<file path="src/rtl/core_run_ctrl_if.sv">
// Program-load stream plus instruction-memory write port of the run controller.
// master = program source / memory side, slave = core_run_ctrl.
interface core_run_ctrl_if #(
  parameter int DATA_W = 32,
  parameter int ADDR_W = 6
);
  logic              load_valid;
  logic              load_ready;
  logic [DATA_W-1:0] load_data;
  logic              load_last;
  logic              imem_we;
  logic [ADDR_W-1:0] imem_waddr;
  logic [DATA_W-1:0] imem_wdata;

  modport master (
    output load_valid, load_data, load_last,
    input  load_ready, imem_we, imem_waddr, imem_wdata
  );

  modport slave (
    input  load_valid, load_data, load_last,
    output load_ready, imem_we, imem_waddr, imem_wdata
  );
endinterface

</file>
<file path="src/rtl/core_run_ctrl.sv">
// Load/run sequencer: streams a program into imem (zero-latency write, ready only in LOAD), then runs
// the core until HALT_INSN or the cycle budget; CORE_RUN_CTRL_SINGLE_STEP_EN adds step_mode/step gating.
module core_run_ctrl #(
  parameter int                DATA_W    = 32,
  parameter int                ADDR_W    = 6,
  parameter int                CYCLE_W   = 16,
  parameter logic [DATA_W-1:0] HALT_INSN = 32'hFC00_0000
) (
  input  logic               clk,
  input  logic               rst_n,
  input  logic               start,
  input  logic [CYCLE_W-1:0] cycle_budget,
  core_run_ctrl_if.slave     bus,
  output logic               core_rst_n,
  output logic               core_ce,
  input  logic [DATA_W-1:0]  core_instr,
`ifdef CORE_RUN_CTRL_SINGLE_STEP_EN
  input  logic               step_mode,
  input  logic               step,
`endif
  output logic               busy,
  output logic               done,
  output logic               halted,
  output logic               timeout,
  output logic [CYCLE_W-1:0] cycles
);

  typedef enum logic [1:0] {S_IDLE, S_LOAD, S_RUN, S_DONE} state_t;

  localparam logic [ADDR_W-1:0]  PTR_MAX = '1;
  localparam logic [CYCLE_W-1:0] CYC_MAX = '1;

  state_t             state;
  logic [ADDR_W-1:0]  ptr;
  logic [CYCLE_W-1:0] budget_q;
  logic [CYCLE_W-1:0] cyc_inc;
  logic               wr;
  logic               adv;

`ifdef CORE_RUN_CTRL_SINGLE_STEP_EN
  assign adv = (state == S_RUN) && (!step_mode || step);
`else
  assign adv = (state == S_RUN);
`endif

  assign wr             = (state == S_LOAD) && bus.load_valid;
  assign bus.load_ready = (state == S_LOAD);
  assign bus.imem_we    = wr;
  assign bus.imem_waddr = ptr;
  assign bus.imem_wdata = bus.load_data;

  assign core_rst_n = (state == S_RUN);
  assign core_ce    = adv;
  assign busy       = (state == S_LOAD) || (state == S_RUN);
  assign done       = (state == S_DONE);

  // Saturating count: only reachable with an unlimited (zero) budget.
  assign cyc_inc = (cycles == CYC_MAX) ? cycles : cycles + CYCLE_W'(1);

  always_ff @(posedge clk or negedge rst_n) begin
    if (!rst_n) begin
      state    <= S_IDLE;
      ptr      <= '0;
      budget_q <= '0;
      cycles   <= '0;
      halted   <= 1'b0;
      timeout  <= 1'b0;
    end else begin
      case (state)
        S_IDLE, S_DONE: begin
          if (start) begin
            state    <= S_LOAD;
            ptr      <= '0;
            cycles   <= '0;
            halted   <= 1'b0;
            timeout  <= 1'b0;
            budget_q <= cycle_budget;
          end
        end
        S_LOAD: begin
          if (wr) begin
            if (bus.load_last || ptr == PTR_MAX) state <= S_RUN;
            // Pointer parks at the top address so a full memory never wraps.
            if (ptr != PTR_MAX) ptr <= ptr + ADDR_W'(1);
          end
        end
        S_RUN: begin
          if (adv) begin
            cycles <= cyc_inc;
            if (core_instr == HALT_INSN) begin
              halted <= 1'b1;
              state  <= S_DONE;
            end else if (budget_q != '0 && cyc_inc == budget_q) begin
              timeout <= 1'b1;
              state   <= S_DONE;
            end
          end
        end
        default: state <= S_IDLE;
      endcase
    end
  end

endmodule

</file>
<file path="src/flat_wrapper.sv">
// flat-port wrapper written by rule: the top's interface ports become plain ports
module core_run_ctrl_flat 
#(
  parameter int                DATA_W    = 32,
  parameter int                ADDR_W    = 6,
  parameter int                CYCLE_W   = 16,
  parameter logic [DATA_W-1:0] HALT_INSN = 32'hFC00_0000
)
  (clk, rst_n, start, cycle_budget, core_rst_n, core_ce, core_instr, busy, done, halted, timeout, cycles, bus_load_valid, bus_load_data, bus_load_last, bus_load_ready, bus_imem_we, bus_imem_waddr, bus_imem_wdata);
  core_run_ctrl_if #(.DATA_W(DATA_W), .ADDR_W(ADDR_W)) bus_i ();
  input  logic clk;
  input  logic rst_n;
  input  logic start;
  input  logic [CYCLE_W-1:0] cycle_budget;
  output logic core_rst_n;
  output logic core_ce;
  input  logic [DATA_W-1:0] core_instr;
  output logic busy;
  output logic done;
  output logic halted;
  output logic timeout;
  output logic [CYCLE_W-1:0] cycles;
  input wire logic [$bits(bus_i.load_valid)-1:0] bus_load_valid;
  input wire logic [$bits(bus_i.load_data)-1:0] bus_load_data;
  input wire logic [$bits(bus_i.load_last)-1:0] bus_load_last;
  output wire logic [$bits(bus_i.load_ready)-1:0] bus_load_ready;
  output wire logic [$bits(bus_i.imem_we)-1:0] bus_imem_we;
  output wire logic [$bits(bus_i.imem_waddr)-1:0] bus_imem_waddr;
  output wire logic [$bits(bus_i.imem_wdata)-1:0] bus_imem_wdata;
  assign bus_i.load_valid = bus_load_valid;
  assign bus_i.load_data = bus_load_data;
  assign bus_i.load_last = bus_load_last;
  assign bus_load_ready = bus_i.load_ready;
  assign bus_imem_we = bus_i.imem_we;
  assign bus_imem_waddr = bus_i.imem_waddr;
  assign bus_imem_wdata = bus_i.imem_wdata;
  core_run_ctrl #(.DATA_W(DATA_W), .ADDR_W(ADDR_W), .CYCLE_W(CYCLE_W), .HALT_INSN(HALT_INSN)) u_core (.clk(clk), .rst_n(rst_n), .start(start), .cycle_budget(cycle_budget), .bus(bus_i), .core_rst_n(core_rst_n), .core_ce(core_ce), .core_instr(core_instr), .busy(busy), .done(done), .halted(halted), .timeout(timeout), .cycles(cycles));
endmodule
</file>
<file path="config.mk">
export PLATFORM = sky130hd
export DESIGN_NAME = core_run_ctrl_flat
export DESIGN_NICKNAME = d
export VERILOG_FILES = /design/src/rtl/core_run_ctrl_if.sv /design/src/rtl/core_run_ctrl.sv /design/src/flat_wrapper.sv
export SDC_FILE = /design/constraint.sdc
export NUM_CORES = 1
export LEC_CHECK = 0
export BUFFER_PORTS_ARGS = -buffer_cell sky130_fd_sc_hd__buf_2
export CORE_UTILIZATION = 47
export DETAILED_ROUTE_END_ITERATION = 12
export PLACE_DENSITY = 0.81
export RECOVER_POWER = 50
export SLEW_MARGIN = 20
export SYNTH_ARGS = -nofsm -noshare
export SYNTH_HDL_FRONTEND = slang
export SYNTH_SLANG_ARGS = --single-unit
export TNS_END_PERCENT = 50
</file>
<file path="constraint.sdc">
create_clock -name clk -period 3.86 [get_ports clk]
set_clock_uncertainty 0.2 [all_clocks]
set_input_delay 0.772 -clock clk [delete_from_list [all_inputs] [get_ports clk]]
set_output_delay 0.772 -clock clk [all_outputs]
set_load 0.005 [all_outputs]
</file>
; After elaboration in Yosys (flattened, before gate mapping)
; Index checks and enable logic that the tools add are counted.
[op_classes]
eq_ne = 16
reduce_logical = 15
addsub = 2
mux = 19
[ops]
columns = op, count
row1 = $eq 32x32->1 const B, 1
row2 = $mux 16, 2
row3 = $pmux 16 s2, 1
row4 = $mux 6, 3
row5 = $add 16x1->16 const B, 1
row6 = $eq 16x16->1, 1
row7 = $eq 16x16->1 const B, 1
row8 = $reduce_bool 16->1, 1
row9 = $pmux 6 s2, 1
row10 = $reduce_and 4->1, 3
row11 = $mux 2, 5
row12 = $ne 2x1->1 const B, 5
row13 = $add 6x1->6 const B, 1
row14 = $eq 6x6->1 const B, 1
row15 = $ne 6x6->1 const B, 1
row16 = $pmux 2 s3, 1
row17 = $eq 2x2->1 const B, 2
row18 = $mux 1, 4
row19 = $ne 2x2->1 const B, 2
row20 = $pmux 1 s2, 2
row21 = $reduce_and 2->1, 2
row22 = $reduce_bool 2->1, 2
row23 = $ne 3x1->1 const B, 1
row24 = $reduce_and 3->1, 1
row25 = 5 further kinds, 7
[totals]
elab_cells = 58
out_inout_bits = 62
reg_bits = 42

; Longest topological paths before layout
; Gate-level depths: netlist (run 1).
[depth]
depth_word = 7
depth_mapped = 10

; Worst setup path after synthesis (run 1)
; No wires, ideal clock.
[synth_timing]
path_kind = flip-flop to flip-flop
startpoint = reg u_core.cycles[0]
endpoint = reg u_core.timeout
path_slack_ns = 0.686
setup_time_ns = 0.077
stages_incl_launch_ff = 10
path_buffers = 1
arrival_ns = 2.897
path_cell_list = dfrtp_1 -> ha_1 -> and3_1 -> buf_2 -> nand3_1 -> and3_1 -> or4_1 -> or4_4 -> or4_1 -> a21oi_1
[synth_between]
elab_chain_cells = 6
word_cells_on_any_way = 7
classes_between = add/sub: 1 / eq/ne: 3 / mux: 1 / reduce/logical: 2
[synth_rtl]
columns = element, line_no
row1 = from (decl), core_run_ctrl.sv:25  ; output logic [CYCLE_W-1:0] cycles
row2 = from (signal assigned), core_run_ctrl.sv:89  ; cycles <= cyc_inc;
row3 = $add 16x1->16 or $eq 16x16->1 (tied branches), core_run_ctrl.sv:58  ; assign cyc_inc = (cycles == CYC_MAX) ? cycles : cycles + CYCLE_W'(1);
row4 = $mux 16 (*), core_run_ctrl.sv:58
row5 = $eq 16x16->1 (*), core_run_ctrl.sv:93  ; end else if (budget_q != '0 && cyc_inc == budget_q) begin
row6 = $logic_and 1x1->1 (*), core_run_ctrl.sv:93
row7 = $ne 2x1->1 (no source line) (*), --
row8 = $reduce_and 4->1 (no source line) (*), --
row9 = to (signal assigned), core_run_ctrl.sv:67  ; timeout <= 1'b0;
row10 = to (signal assigned), core_run_ctrl.sv:76  ; timeout <= 1'b0;
row11 = to (signal assigned), core_run_ctrl.sv:94  ; timeout <= 1'b1;
row12 = to (decl), core_run_ctrl.sv:24  ; output logic timeout,
; Every way passes the cells marked *; elsewhere a longest branch is shown, timed or not.
; A chain may end at the register's enable or synchronous reset.

; Worst setup path in the final report (run 1)
; Ends and elaborated chain as after synthesis.

==> results of run 1 <==
## stage by stage
step	instances	instance area (sq um)	setup slack, ns	total power [mW]	utilization (%)
2_1_floorplan	356	3134	0.6858	1.369	-
3_3_place_gp	467	3323	0.5027	1.586	52.04
3_5_place_dp	467	3323	0.4401	1.610	52.04
4_1_cts	475	3466	0.4269	2.050	54.27
5_1_grt	475	3465	0.2342	2.184	54.25
6_report	475	3465	0.3989	2.054	54.25
## state kept, by name, summed over array words and instances, names as in the netlist
signal	cells
u_core.budget_q	16
u_core.state	2
u_core.bus.imem_waddr	6
u_core.timeout	1
u_core.halted	1
u_core.cycles	16
## cell type report
cell class	instances	share of cell area, %
clock buffer	6	2.384
clock inverter	2	1.733
inverter	11	1.192
multi-input combinational	249	48.47
sequential	42	30.34
tap	77	2.781
timing repair buffer	88	13.11
## worst reg2reg max path: stages, from the launching register on
cell,delay (ns)
sky130_fd_sc_hd__dfrtp_1,0.48
sky130_fd_sc_hd__ha_1,0.30
sky130_fd_sc_hd__and3_1,0.37
sky130_fd_sc_hd__nand3_1,0.19
sky130_fd_sc_hd__and3_1,0.18
sky130_fd_sc_hd__or4_1,0.49
sky130_fd_sc_hd__or4_4,0.57
sky130_fd_sc_hd__or4_1,0.48
sky130_fd_sc_hd__a21oi_1,0.14
## cell usage after synthesis (3+ instances only)
library cell	number	area, sq um
sky130_fd_sc_hd__a41oi_1	6	52.55
sky130_fd_sc_hd__o31ai_1	3	22.52
sky130_fd_sc_hd__clkbuf_1	9	33.78
sky130_fd_sc_hd__and3_1	8	50.05
sky130_fd_sc_hd__o21ai_0	18	90.09
sky130_fd_sc_hd__buf_4	37	277.8
sky130_fd_sc_hd__nand2_1	18	67.56
sky130_fd_sc_hd__nand3_1	14	70.07
sky130_fd_sc_hd__and4_1	5	43.79
sky130_fd_sc_hd__nor3_1	4	20.02
sky130_fd_sc_hd__xnor2_1	10	87.58
sky130_fd_sc_hd__a21oi_1	26	130.1
sky130_fd_sc_hd__or3_1	5	31.28
sky130_fd_sc_hd__and2_1	6	37.54
sky130_fd_sc_hd__a31oi_1	4	25.02
sky130_fd_sc_hd__or4_1	6	45.04
sky130_fd_sc_hd__nor4_1	14	87.58
sky130_fd_sc_hd__nand4_1	10	62.56
sky130_fd_sc_hd__a311oi_1	4	35.03
sky130_fd_sc_hd__nor2_1	24	90.09
sky130_fd_sc_hd__buf_2	5	25.02
sky130_fd_sc_hd__dfrtp_1	42	1051
sky130_fd_sc_hd__inv_1	11	41.29
sky130_fd_sc_hd__ha_1	6	75.07
sky130_fd_sc_hd__mux2_2	16	180.2
sky130_fd_sc_hd__xor2_1	8	70.07
## how the worst max path moves through the flow
stage / from / to / slack (ns) / cells past startpoint
after floorplan: u_core.cycles[0] / u_core.timeout / 0.69 / 9
after global placement: u_core.cycles[0] / u_core.timeout / 0.50 / 8
after detailed placement: u_core.cycles[0] / u_core.timeout / 0.44 / 8
after CTS: u_core.cycles[0] / u_core.timeout / 0.43 / 8
after global routing: u_core.cycles[0] / u_core.timeout / 0.23 / 8
final: u_core.cycles[0] / u_core.timeout / 0.40 / 8
## cell families (layout without fill, tap and decap cells)
logic type | after synthesis | in the layout
AO/OA/AOI/OAI | 81 | 81
XOR/XNOR | 18 | 18
adder cells (fa/ha/maj) | 6 | 6
buffers and inverters | 65 | 107
flip-flops | 42 | 42
multiplexers | 18 | 18
AND/OR/NAND/NOR | 126 | 126
## power breakdown
part / internal, mW / switching (mW)
Combinational: 0.422 / 0.483
Clock: 0.276 / 0.163
Sequential: 0.557 / 0.153
Total: 1.25 / 0.799
## metal layers
layer  global-route usage (%)  wire, um  vias to the layer above  share of wire, %
met5                        0         0                        -                 0
met1                    28.63      3294                     1390                41
met4                    8.629       151                        0               1.9
met3                    3.858       639                       17               8.0
li1                         -         -                     1368                 -
met2                    38.21      3889                      148                49
==> flow_summary.toml, run 1 <==
[run_status]
outcome = "finished with violations"
violations_in_the_final_reports = "max-capacitance violations, max-slew violations"

[placed_design]
dp.final_hpwl_um = 5999
routability_congestion = 0.9189
numPortBuffers = 82

[clock_network]
holdBufCountCts = 0
clock_sink_count = 42
ctsLongestPathBuffers = 2
cts.repair.resized = 0
insertion_delay_to_the_later_sink_of_the_worst_skew_pair_ns = 0.30
cts_tree = "yes"
clk_slew_on_worst_s_h_paths_ns = 0.08
root_buffer_selected_by_cts = "sky130_fd_sc_hd__clkbuf_8"
htree_levels = 2
numCtsBuffers = 5
cts_setup_buffers = 0

[grt]
grt_overflow_total = 0
grt_pass1_vias = 2727
grt_start_max_net_pins = 43
number_of_antenna_violations_at_the_first_check_in_global_routing = 0
grt_util_all_layers_pct = 22.53
first_pass_grt_wire_length_um = 12740

[setup_path]
critical-path-max-stage-delay_ns = 0.57
worstSetupPathType = "reg2reg"
worst-r2r-cell-count = 8
launching_point_of_the_worst_reg2reg_path = "u_core.cycles[0]"
timing.critical_path.cells = "ha_1, and3_1, nand3_1, and3_1, or4_1, or4_4, or4_1, a21oi_1"
crit_path_top_delay_cell = "sky130_fd_sc_hd__or4_4"
crit_family = "simple AND/OR/NAND/NOR gates"
timing.critical_path.fanout_max = 8
crit_buf_inv = 0
cp_data_arrival_time_ns = 3.50
worst-r2r-setup-slack_ns = 0.40
worst_endpoint_required_time_ns = 3.90
startpoint_type = "flip-flop"
worst_setup_path_end_kind = "flip-flop"
timing.rr.end = "u_core.timeout"

[die]
initial_core_util_pct = 49.08
die-width_um = 83.66
floorplan.die_area_sq_um = 6999
dieHeight_um = 83.66
placement_rows = 29
core_area_sq_um = 6386
num_io_pins = 147

[finish]
area_growth_syn_to_layout_pct = 10.54
antenna-diode-count = 0
layout-drive-gt1-share_pct = 28.89
mostFrequentLayoutCells = "sky130_fd_sc_hd__buf_2, sky130_fd_sc_hd__dfrtp_1, sky130_fd_sc_hd__a21oi_1, sky130_fd_sc_hd__nor2_1"
final_nets = 488
multi_input_comb_area_sq_um = 1679
filler_cell_count = 572
register_area_sq_um = 1051
final_common_cell = "sky130_fd_sc_hd__buf_2"

[sta]
final_hold_viol_count = 0
rsz0062_at_grt = "no"
setup_viol_count_final = 0
fin_worst_hold_slack_ns = 0.3400
tightestPinTransition_ns = 2.248
max_freq_ghz = 0.2889
final.min_clock_period_ns = 3.461
timing.setup.tns_ns = 0
timing_max_transition_violations_final = 43
period_share_pct = 89.67
timing.slew.headroom_pct = -49.84

[drt]
postRouteWirelength_um = 7975
first_iter_violations = 252
ant_nets = 0
vias_cell = 6.154
first_pass_iters = 4
routed-via-count = 2923
drc_errors = 0
drt-wirelength-per-cell_um = 16.79

[logic_synthesis]
cell_area_after_technology_mapping_sq_um = 3134
postSynthNetCount = 447
ys.flop_type = "sky130_fd_sc_hd__dfrtp_1"
synth_compound_gate_area_share_pct = 16.77
yosys-mux-area-fraction_pct = 6.387
synth_cell_types = 52
post_synth.cell_area_avg_sq_um = 8.804
yosys.area_share.adder_pct = 2.395
largest_family_of_logic_cells_by_synthesized_area = "simple AND/OR/NAND/NOR gates"
xor_xnor_fraction_of_synth_area_pct = 5.030
proportion_of_synthesized_chip_area_in_sequential_cells_pct = 33.53
post_synth_inst_count = 356
postSynthRegisterBits = 42
synth_simple_gate_area_share_pct = 22.99
synth_warnings = 0
synth_enable_flop_cells = 0
postSynth.asyncResetShare_pct = 100.0

[power_and_ir_drop]
power.leakage_nw = 1.601
ir_worst_vdd_uv = 439.1
power_density_nw_per_um2 = 592.7

[worst_hold_path]
hold_end = "u_core.bus.imem_waddr[0]"
min_from = "u_core.bus.imem_waddr[0]"
hold_path_class = "reg2reg"
hold-path-cell-count = 1

[flow_run]
maxCapViolations = 1
Power figures use the tool's default switching activity.
==> run 2: changes to the inputs <==
Settings changed: SETUP_SLACK_MARGIN from default to 0.5.
==> run 2 against run 1 <==
Against the previous run: the run still ends with max-capacitance violations, max-slew violations left; non-clock buffer count is 3 higher; clock power about the same; utilization is 0.76 points higher; cell count grew 0.63%; sequential share of layout area shrank 0.35 points; first-iteration DRC count increased by 5.6%; sequential power is essentially flat; wire length rose by 0.87%; power is 0.47% higher; critical endpoint unchanged; largest cell class unchanged; highest routed layer unchanged.
==> flow_summary.toml, run 2 (synthesis results as in run 1) <==
[run_status]
outcome = "finished with violations"
violations_in_the_final_reports = "max-capacitance violations, max-slew violations"

[clock_network]
holdBufCountCts = 0
insertion_delay_to_the_later_sink_of_the_worst_skew_pair_ns = 0.30
clk_slew_on_worst_s_h_paths_ns = 0.08
numCtsBuffers = 5
cts_tree = "yes"
root_buffer_selected_by_cts = "sky130_fd_sc_hd__clkbuf_8"
htree_levels = 2
ctsLongestPathBuffers = 2
clock_sink_count = 42

[sta]
timing.setup.tns_ns = 0
timing.slew.headroom_pct = -48.87
max_freq_ghz = 0.3091
period_share_pct = 83.81
setup_viol_count_final = 0
timing_max_transition_violations_final = 43
rsz0062_at_grt = "no"
final.min_clock_period_ns = 3.235
tightestPinTransition_ns = 2.233
final_hold_viol_count = 0

[setup_path]
worst_endpoint_required_time_ns = 3.90
cpMostUsedCell = "sky130_fd_sc_hd__or4_1"
timing.rr.end = "u_core.timeout"
worst-r2r-setup-slack_ns = 0.62
worst-r2r-cell-count = 7
crit_path_to = "u_core.timeout"
startpoint_type = "flip-flop"
crit_path_top_delay_cell = "sky130_fd_sc_hd__or4_4"
worst_setup_path_startpoint = "u_core.cycles[12]"
launching_point_of_the_worst_reg2reg_path = "u_core.cycles[12]"
cp_data_arrival_time_ns = 3.27
critical-path-max-stage-delay_ns = 0.56
timing.critical_path.fanout_max = 12
timing.critical_path.cells = "and4_2, nand3_1, and3_1, or4_1, or4_4, or4_1, a21oi_1"
worst_setup_path_end_kind = "flip-flop"
worstSetupPathType = "reg2reg"

[die]
dieHeight_um = 83.66
placement_rows = 29
die-width_um = 83.66
floorplan.die_area_sq_um = 6999
initial_core_util_pct = 49.08
core_area_sq_um = 6386
num_io_pins = 147

[worst_hold_path]
hold-path-cell-count = 1
hold_path_class = "reg2reg"

[placed_design]
routability_congestion = 0.9189
numPortBuffers = 82
dp.final_hpwl_um = 5999

[finish]
mostFrequentLayoutCells = "sky130_fd_sc_hd__buf_2, sky130_fd_sc_hd__dfrtp_1, sky130_fd_sc_hd__a21oi_1, sky130_fd_sc_hd__nor2_1"
antenna-diode-count = 0
final_nets = 491
layout-drive-gt1-share_pct = 31.67
area_growth_syn_to_layout_pct = 12.10
final_common_cell = "sky130_fd_sc_hd__buf_2"
util_after_layout_pct = 55.02

[grt]
number_of_antenna_violations_at_the_first_check_in_global_routing = 0
grt_start_max_net_pins = 43
grt_overflow_total = 0
grt_pass1_vias = 2729
first_pass_grt_wire_length_um = 12740
grt_util_all_layers_pct = 22.56

[drt]
drt-wirelength-per-cell_um = 16.83
routed-via-count = 2936
postRouteWirelength_um = 8044
vias_cell = 6.142
first_pass_iters = 4
ant_nets = 0
drc_errors = 0
first_iter_violations = 266

[power_and_ir_drop]
power_density_nw_per_um2 = 587.3
total_power_mw = 2.063
power.leakage_nw = 1.626
ir_worst_vdd_uv = 438.5

[flow_run]
maxCapViolations = 1
==> run 2: cell count changes in the layout (fill, tap and decap cells not counted), sizes merged <==
| cell | change |
|---|---|
| buf | +3 |
==> run 2: critical path: cells and delay by family (launching register included) <==
family	cells	cell delay, ns
flip-flops	1	0.55
AND/OR/NAND/NOR	6	2.26
AO/OA/AOI/OAI	1	0.14
==> run 2: how the worst min path moves through the flow <==
stage,from,slack [ns],endpoint
floorplan,rst_n,0.28,u_core.budget_q[0]
global placement,u_core.bus.imem_waddr[0],0.33,u_core.bus.imem_waddr[0]
detailed placement,u_core.bus.imem_waddr[0],0.34,u_core.bus.imem_waddr[0]
CTS,u_core.bus.imem_waddr[0],0.35,u_core.bus.imem_waddr[0]
global route,u_core.bus.imem_waddr[0],0.37,u_core.bus.imem_waddr[0]
finish,u_core.bus.imem_waddr[0],0.34,u_core.bus.imem_waddr[0]
==> run 2: per-layer routing <==
layer,vias up,track usage (%),part of all wire (%)
li1,1377,-,-
met1,1383,28.40,40
met2,157,37.92,48
met3,19,4.649,9.4
met4,0,8.783,2.2
met5,-,0,0
==> run 2: layout make-up <==
type	instances	area (sq um)
flip-flops and latches	42	1054
clock buffers	6	82.58
fillers	567	2873
repair buffers	91	476.7
multi-input cells	249	1703
clock inverters	2	60.06
inverters	11	41.29
well taps	77	96.34
==> run 2: per-stage QoR <==
step                      cells  worst slack [ns]  cell area [sq um]  hold slack, ns
final                       478            0.6249               3513          0.3399
after global routing        478            0.5160               3513          0.3729
after CTS                   475            0.5247               3473          0.3472
after detailed placement    467            0.4401               3323          0.3354
after global placement      467            0.5027               3323          0.3305
after floorplan             356            0.6858               3134          0.2764
==> run 2: report_power, final <==
group	total [mW]	internal, mW	leakage (nW)	switching, mW
Combinational	0.910	0.424	1.01	0.487
Sequential	0.713	0.559	0.539	0.155
Clock	0.440	0.276	0.0714	0.164
==> run 2: what timing repair did <==
action,in CTS,in global routing
endpoints found under the hold margin,0,0
cloned,0,0
setup buffers,0,3
setup endpoints to repair,3,3
resized for setup,2,9
pin swaps,1,2
